### src/rtl/regfile_pkg.sv
// Shared constants and helpers for the decode-stage register file and its scoreboard.
package regfile_pkg;

    localparam int REG_ZERO  = 0;
    localparam int DEF_W     = 32;
    localparam int DEF_NREGS = 32;
    localparam int DEF_AW    = 5;
    localparam int DEF_NRD   = 2;

    // Low bit index of field k in a vector of equal-width packed fields.
    function automatic int slice_lo(input int k, input int width);
        return k * width;
    endfunction

endpackage

### src/rtl/regfile_scoreboard.sv
// Per-register busy scoreboard: marks registers with an outstanding producer and
// reports per-read-port hazards, masked by any same-cycle writeback.
module regfile_scoreboard
    import regfile_pkg::*;
#(
    parameter int NREGS = DEF_NREGS,
    parameter int AW    = DEF_AW,
    parameter int NRD   = DEF_NRD
) (
    input  logic              CLK,
    input  logic              reset,
    input  logic [NRD*AW-1:0] rd_addr,
    input  logic              wa_en,
    input  logic [AW-1:0]     wa_addr,
    input  logic              wb_en,
    input  logic [AW-1:0]     wb_addr,
    input  logic              issue_en,
    input  logic [AW-1:0]     issue_addr,
    output logic [NRD-1:0]    rd_busy,
    output logic              busy_any
);

    logic [NREGS-1:0] r_busy;
    logic [NREGS-1:0] w_busy_nxt;

    // A new issue outranks a same-cycle writeback: the newer producer is still pending.
    for (genvar i = 0; i < NREGS; i++) begin : g_bit
        if (i == REG_ZERO) begin : g_zero
            assign w_busy_nxt[i] = 1'b0;
        end else begin : g_live
            logic w_set;
            logic w_clr;
            assign w_set = issue_en && (issue_addr == AW'(i));
            assign w_clr = (wa_en && (wa_addr == AW'(i))) || (wb_en && (wb_addr == AW'(i)));
            assign w_busy_nxt[i] = w_set ? 1'b1 : (w_clr ? 1'b0 : r_busy[i]);
        end
    end

    // Busy-bit state register.
    always_ff @(posedge CLK) begin
        if (reset) begin
            r_busy <= {NREGS{1'b0}};
        end else begin
            r_busy <= w_busy_nxt;
        end
    end

    for (genvar k = 0; k < NRD; k++) begin : g_port
        logic [AW-1:0] w_addr;
        assign w_addr     = rd_addr[slice_lo(k, AW) +: AW];
        assign rd_busy[k] = r_busy[w_addr]
                            && !(wa_en && (wa_addr == w_addr))
                            && !(wb_en && (wb_addr == w_addr));
    end

    assign busy_any = |rd_busy;

endmodule

### src/rtl/regfile_sb.sv
// Multi-port register file with write-to-read bypass (port B over port A) and a
// busy scoreboard for the hazard unit. Register 0 is hardwired to zero.
module regfile_sb
    import regfile_pkg::*;
#(
    parameter int W     = DEF_W,
    parameter int NREGS = DEF_NREGS,
    parameter int AW    = DEF_AW,
    parameter int NRD   = DEF_NRD
) (
    input  logic              CLK,
    input  logic              reset,
    input  logic [NRD*AW-1:0] rd_addr,
    output logic [NRD*W-1:0]  rd_data,
    output logic [NRD-1:0]    rd_busy,
    output logic              busy_any,
    input  logic              wa_en,
    input  logic [AW-1:0]     wa_addr,
    input  logic [W-1:0]      wa_data,
    input  logic              wb_en,
    input  logic [AW-1:0]     wb_addr,
    input  logic [W-1:0]      wb_data,
    input  logic              issue_en,
    input  logic [AW-1:0]     issue_addr
);

    logic [W-1:0] r_regs [NREGS];

    // Storage writes; port B is applied last so it wins an address conflict.
    always_ff @(posedge CLK) begin
        if (reset) begin
            for (int i = 0; i < NREGS; i++) begin
                r_regs[i] <= {W{1'b0}};
            end
        end else begin
            if (wa_en && (wa_addr != AW'(REG_ZERO))) begin
                r_regs[wa_addr] <= wa_data;
            end
            if (wb_en && (wb_addr != AW'(REG_ZERO))) begin
                r_regs[wb_addr] <= wb_data;
            end
        end
    end

    for (genvar k = 0; k < NRD; k++) begin : g_rd
        logic [AW-1:0] w_addr;
        assign w_addr = rd_addr[slice_lo(k, AW) +: AW];
        assign rd_data[slice_lo(k, W) +: W] =
            (w_addr == AW'(REG_ZERO))          ? {W{1'b0}} :
            (wb_en && (wb_addr == w_addr))     ? wb_data   :
            (wa_en && (wa_addr == w_addr))     ? wa_data   :
                                                 r_regs[w_addr];
    end

    regfile_scoreboard #(
        .NREGS (NREGS),
        .AW    (AW),
        .NRD   (NRD)
    ) u_scoreboard (
        .CLK        (CLK),
        .reset      (reset),
        .rd_addr    (rd_addr),
        .wa_en      (wa_en),
        .wa_addr    (wa_addr),
        .wb_en      (wb_en),
        .wb_addr    (wb_addr),
        .issue_en   (issue_en),
        .issue_addr (issue_addr),
        .rd_busy    (rd_busy),
        .busy_any   (busy_any)
    );

endmodule

### config.mk
export PLATFORM = sky130hd
export DESIGN_NAME = regfile_sb
export DESIGN_NICKNAME = d
export VERILOG_FILES = /design/src/rtl/regfile_pkg.sv /design/src/rtl/regfile_scoreboard.sv /design/src/rtl/regfile_sb.sv
export SDC_FILE = /design/constraint.sdc
export NUM_CORES = 2
export LEC_CHECK = 0
export BUFFER_PORTS_ARGS = -buffer_cell sky130_fd_sc_hd__buf_2
export CAP_MARGIN = 10
export CORE_MARGIN = 3
export CORE_UTILIZATION = 39
export CTS_BUF_LIST = sky130_fd_sc_hd__clkbuf_2 sky130_fd_sc_hd__clkbuf_4 sky130_fd_sc_hd__clkbuf_8
export DETAILED_ROUTE_END_ITERATION = 10
export GPL_ROUTABILITY_DRIVEN = 0
export PLACE_DENSITY_LB_ADDON = 0.3
export SLEW_MARGIN = 20
export SYNTH_ARGS = -nofsm -noshare
export SYNTH_HDL_FRONTEND = slang
export SYNTH_HIERARCHICAL = 1
export SYNTH_SLANG_ARGS = --single-unit
### constraint.sdc
create_clock -name CLK -period 9.75 [get_ports CLK]
set_input_delay 0.4875 -clock CLK [delete_from_list [all_inputs] [get_ports CLK]]
set_output_delay 0.4875 -clock CLK [all_outputs]
set_load 0.02 [all_outputs]
==> results.md <==
- Area leader, netlist: edfxtp_1
- Cell area after synthesis: 61900 sq um
- Req. time, crit path: 9260 ps
- Worst-path fanout max: 58
- GR Layer Usage met1: 37.91%
- Syn avg cell area: 14.13 sq um
- Clk_lat worst skew: 920 ps
- H-tree Lvls: 4
- Die X-Extent: 404.4 microns
- # rows: 145
- Synth unique cells: 61
- First-pass GRT wire length: 352200 microns
- Grt peak-use layer: met2
- Crit path kind: input port to output port
- CTS tree: built
- Synth warnings: 6
- Cells after synthesis: 4380
- TritonCTS buffer count: 175
- NumNets Final: 4301
- Clk sinks: 1055
- IO Pins: 161
- Post-DRT Antenna Nets: 0
- Area share of and/or/nand/nor cells after synthesis: 3.077%
- Adder-cell share of the synthesized area: 0%
- Worst-path clk slew: 70 ps
- Worst hold path class: input port to flip-flop
- Total GRT Usage: 30.24%
- Main synth FF type: edfxtp_1
- Crit-path cells: buf_8 -> buf_4 -> buf_4 -> mux4_2 -> a22o_1 -> a211oi_1 -> nor4_1 -> a221o_1 -> buf_2
- Largest family of logic cells by synthesized area: compound AO/OA/AOI/OAI gates
- Buffers plus inverters on the worst setup path: 4
- PD cells: 161.6 nW/um^2
- Die height: 404.4 microns
- Headroom to the max-slew limit: 26.68%
- Initial core utilization: 39.44%
- Area Overhead vs Synth: 9.292%
- Multiplexer share of the synthesized area: 20.03%
- FF-to-FF Start: u_scoreboard/r_busy[8]
- Proportion of layout cells with a drive suffix above 1: 27.73%
- Register area share after synthesis: 50.68%
- Vias in the first global route: 46770
- DRT Wirelength: 254200 microns
- Seq cells post-synth: 1055
- Final hold violations: 0
- LEAKAGE: 22.94 nW
- Final setup viols: 0
- Tightest Pin Transition: 1100 ps
- Cell family with most CP delay: buffers and inverters
- Fmax: 190.4 MHz
- Worst Hold Launch: issue_addr[2]
- CTS Buffer Depth: 3
- Post-synthesis xor/xnor area fraction: 0.5660%
- Highest-delay cell along the critical path: buf_4
- DRC errors left: 0
- Pin count of the biggest net entering global routing: 104
- Core ar.: 156900 sq um
- Setup crit end kind: output port
- Detailed Routing Iterations Pass 1: 7
- Max cap viols: 0
- Worst vdd ir: 0.1383 mV
- Critical path launch point type: input port
- Final Skew: 0 ps
- Multi-input logic area: 28140 sq um
- Storage cell area: 31370 sq um
- Total power: 0.01093 W
- Max-slew violations: 0
- Fillers: 13850
- Vias/cell: 7.441
- WP data arrival: 4770 ps
- CP peak stage delay: 820 ps
- Outcome: finished, final reports clean
- Period utilization: 53.88%
- Port Buffer Count: 160
- Post-synth EDFFs: 1024
- Unrepaired setup endpoints after global routing: false
- M3 GR Usage: 9.807%
- Initial DRC count: 7534
- Critical Path Source: rd_addr[5]
- Initial antenna violation count: 10
- Met2 GRT Util: 45.49%
- Die area: 163500 sq um
- Wirelength per Cell: 39.76 microns
- Crit path time final: 5253 ps
- Largest cells by area after synthesis: edfxtp_1, a22o_1, mux4_2
- Dpl hpwl: 146700 microns
- Root Buffer: clkbuf_8
- Most frequent CP cell: buf_4
- FFs w/ async S/R, synth: 0%
- Post-synthesis compound-gate area fraction: 20.63%
- Via count: 47580
- Top-area cell type share of the netlist area: 49.68%
- TNS Setup: 0 ps
- Global route overflow: 0
==> path summary, 6_finish.rpt <==
check | endpoint | slack (ps) | cells past startpoint
max | rd_data[44] | 4500 | 9
min | u_scoreboard/r_busy[1] | 80 | 4
max reg2reg | u_scoreboard/r_busy[8] | 9010 | 2
min reg2reg | u_scoreboard/r_busy[21] | 520 | 2
==> layer usage <==
metal	share of wire [%]	vias to the layer above
met5	0.025	-
met4	6.6	8
met3	13	906
met2	44	4102
met1	36	24380
li1	-	18190
==> synthesized netlist by cell type, types with 11 or more instances <==
master	instances
a22o_1	1053
edfxtp_1	1024
clkbuf_1	441
mux4_2	395
mux2i_1	230
buf_2	170
nor2_1	118
mux2_2	95
o221ai_1	93
buf_1	65
a221o_1	64
a211oi_1	63
nor4_1	63
a221oi_1	61
a22oi_1	59
nand2_1	51
nor3_1	37
dfxtp_1	31
o211a_1	30
buf_4	26
xnor2_1	24
nor2b_1	19
or3_1	16
xor2_1	16
buf_6	11
==> cells by family (layout without fill, tap and decap cells) <==
family	Yosys count	count (layout)
buf+inv	721	641
xor+xnor	40	40
other cells	1	37
compound gates	1467	1467
mux	725	725
simple gates	371	371
flops	1055	1055
==> metrics by stage <==
step	area [sq um]	hold WS, ps	util [%]	std cells	worst slack, ps
global placement	64250	502.0	40.94	6082	4603
finish	67650	82.09	43.11	6394	4497
floorplan	62010	474.1	-	4411	5642
CTS	67630	0.4914	43.10	6388	4577
detailed placement	64260	512.0	40.95	6082	4595
global route	67640	110.9	43.10	6390	4378
==> cells in the final DEF (no fill, tap or decap), types with 36 or more instances in the layout <==
master,Yosys,layout
nor2_1,118,86
a211oi_1,63,63
buf_2,170,153
edfxtp_1,1024,1024
clkinv_1,1,36
clkbuf_8,0,182
nand2_1,51,51
mux2i_1,230,230
buf_4,26,168
clkbuf_4,0,57
a22oi_1,59,59
a221oi_1,61,61
a22o_1,1053,1053
o221ai_1,93,93
mux2_2,95,95
mux4_2,395,395
nor4_1,63,63
a221o_1,64,64
==> worst min-delay path: stages <==
cell and delay [ps]:
buf_2 110, nor2_1 140, a22oi_1 170, nor2_1 60
==> flip-flops by register name, summed over array words and instances (netlist names) <==
name / flops
r_regs: 1024
u_scoreboard/r_busy: 31
==> repair_timing <==
| item | CTS | global route |
|---|---|---|
| resized for setup | 0 | 0 |
| buffers inserted | 0 | 0 |
| endpoints found under the hold margin | 4 | 0 |
| hold buffers | 5 | 0 |
==> where the power goes <==
| group | switching [W] | internal, W | leakage (nW) | total (W) |
|---|---|---|---|---|
| combinational | 0.00105 | 0.000597 | 11.2 | 0.00165 |
| clock | 0.00189 | 0.00202 | 1.74 | 0.00391 |
| sequential | 0.000135 | 0.00524 | 10.0 | 0.00538 |
==> area by class of cell <==
type	instances	area share (%)
Antenna cell	5	0.01850
Clock inverter	62	0.5789
Inverter	7	0.03884
Sequential cell	1055	46.37
Timing Repair Buffer	333	3.248
Clock buffer	239	4.335
Tap cell	2058	3.806
Multi-Input combinational cell	2635	41.60
Note: power is estimated with default switching activity, not from simulation.
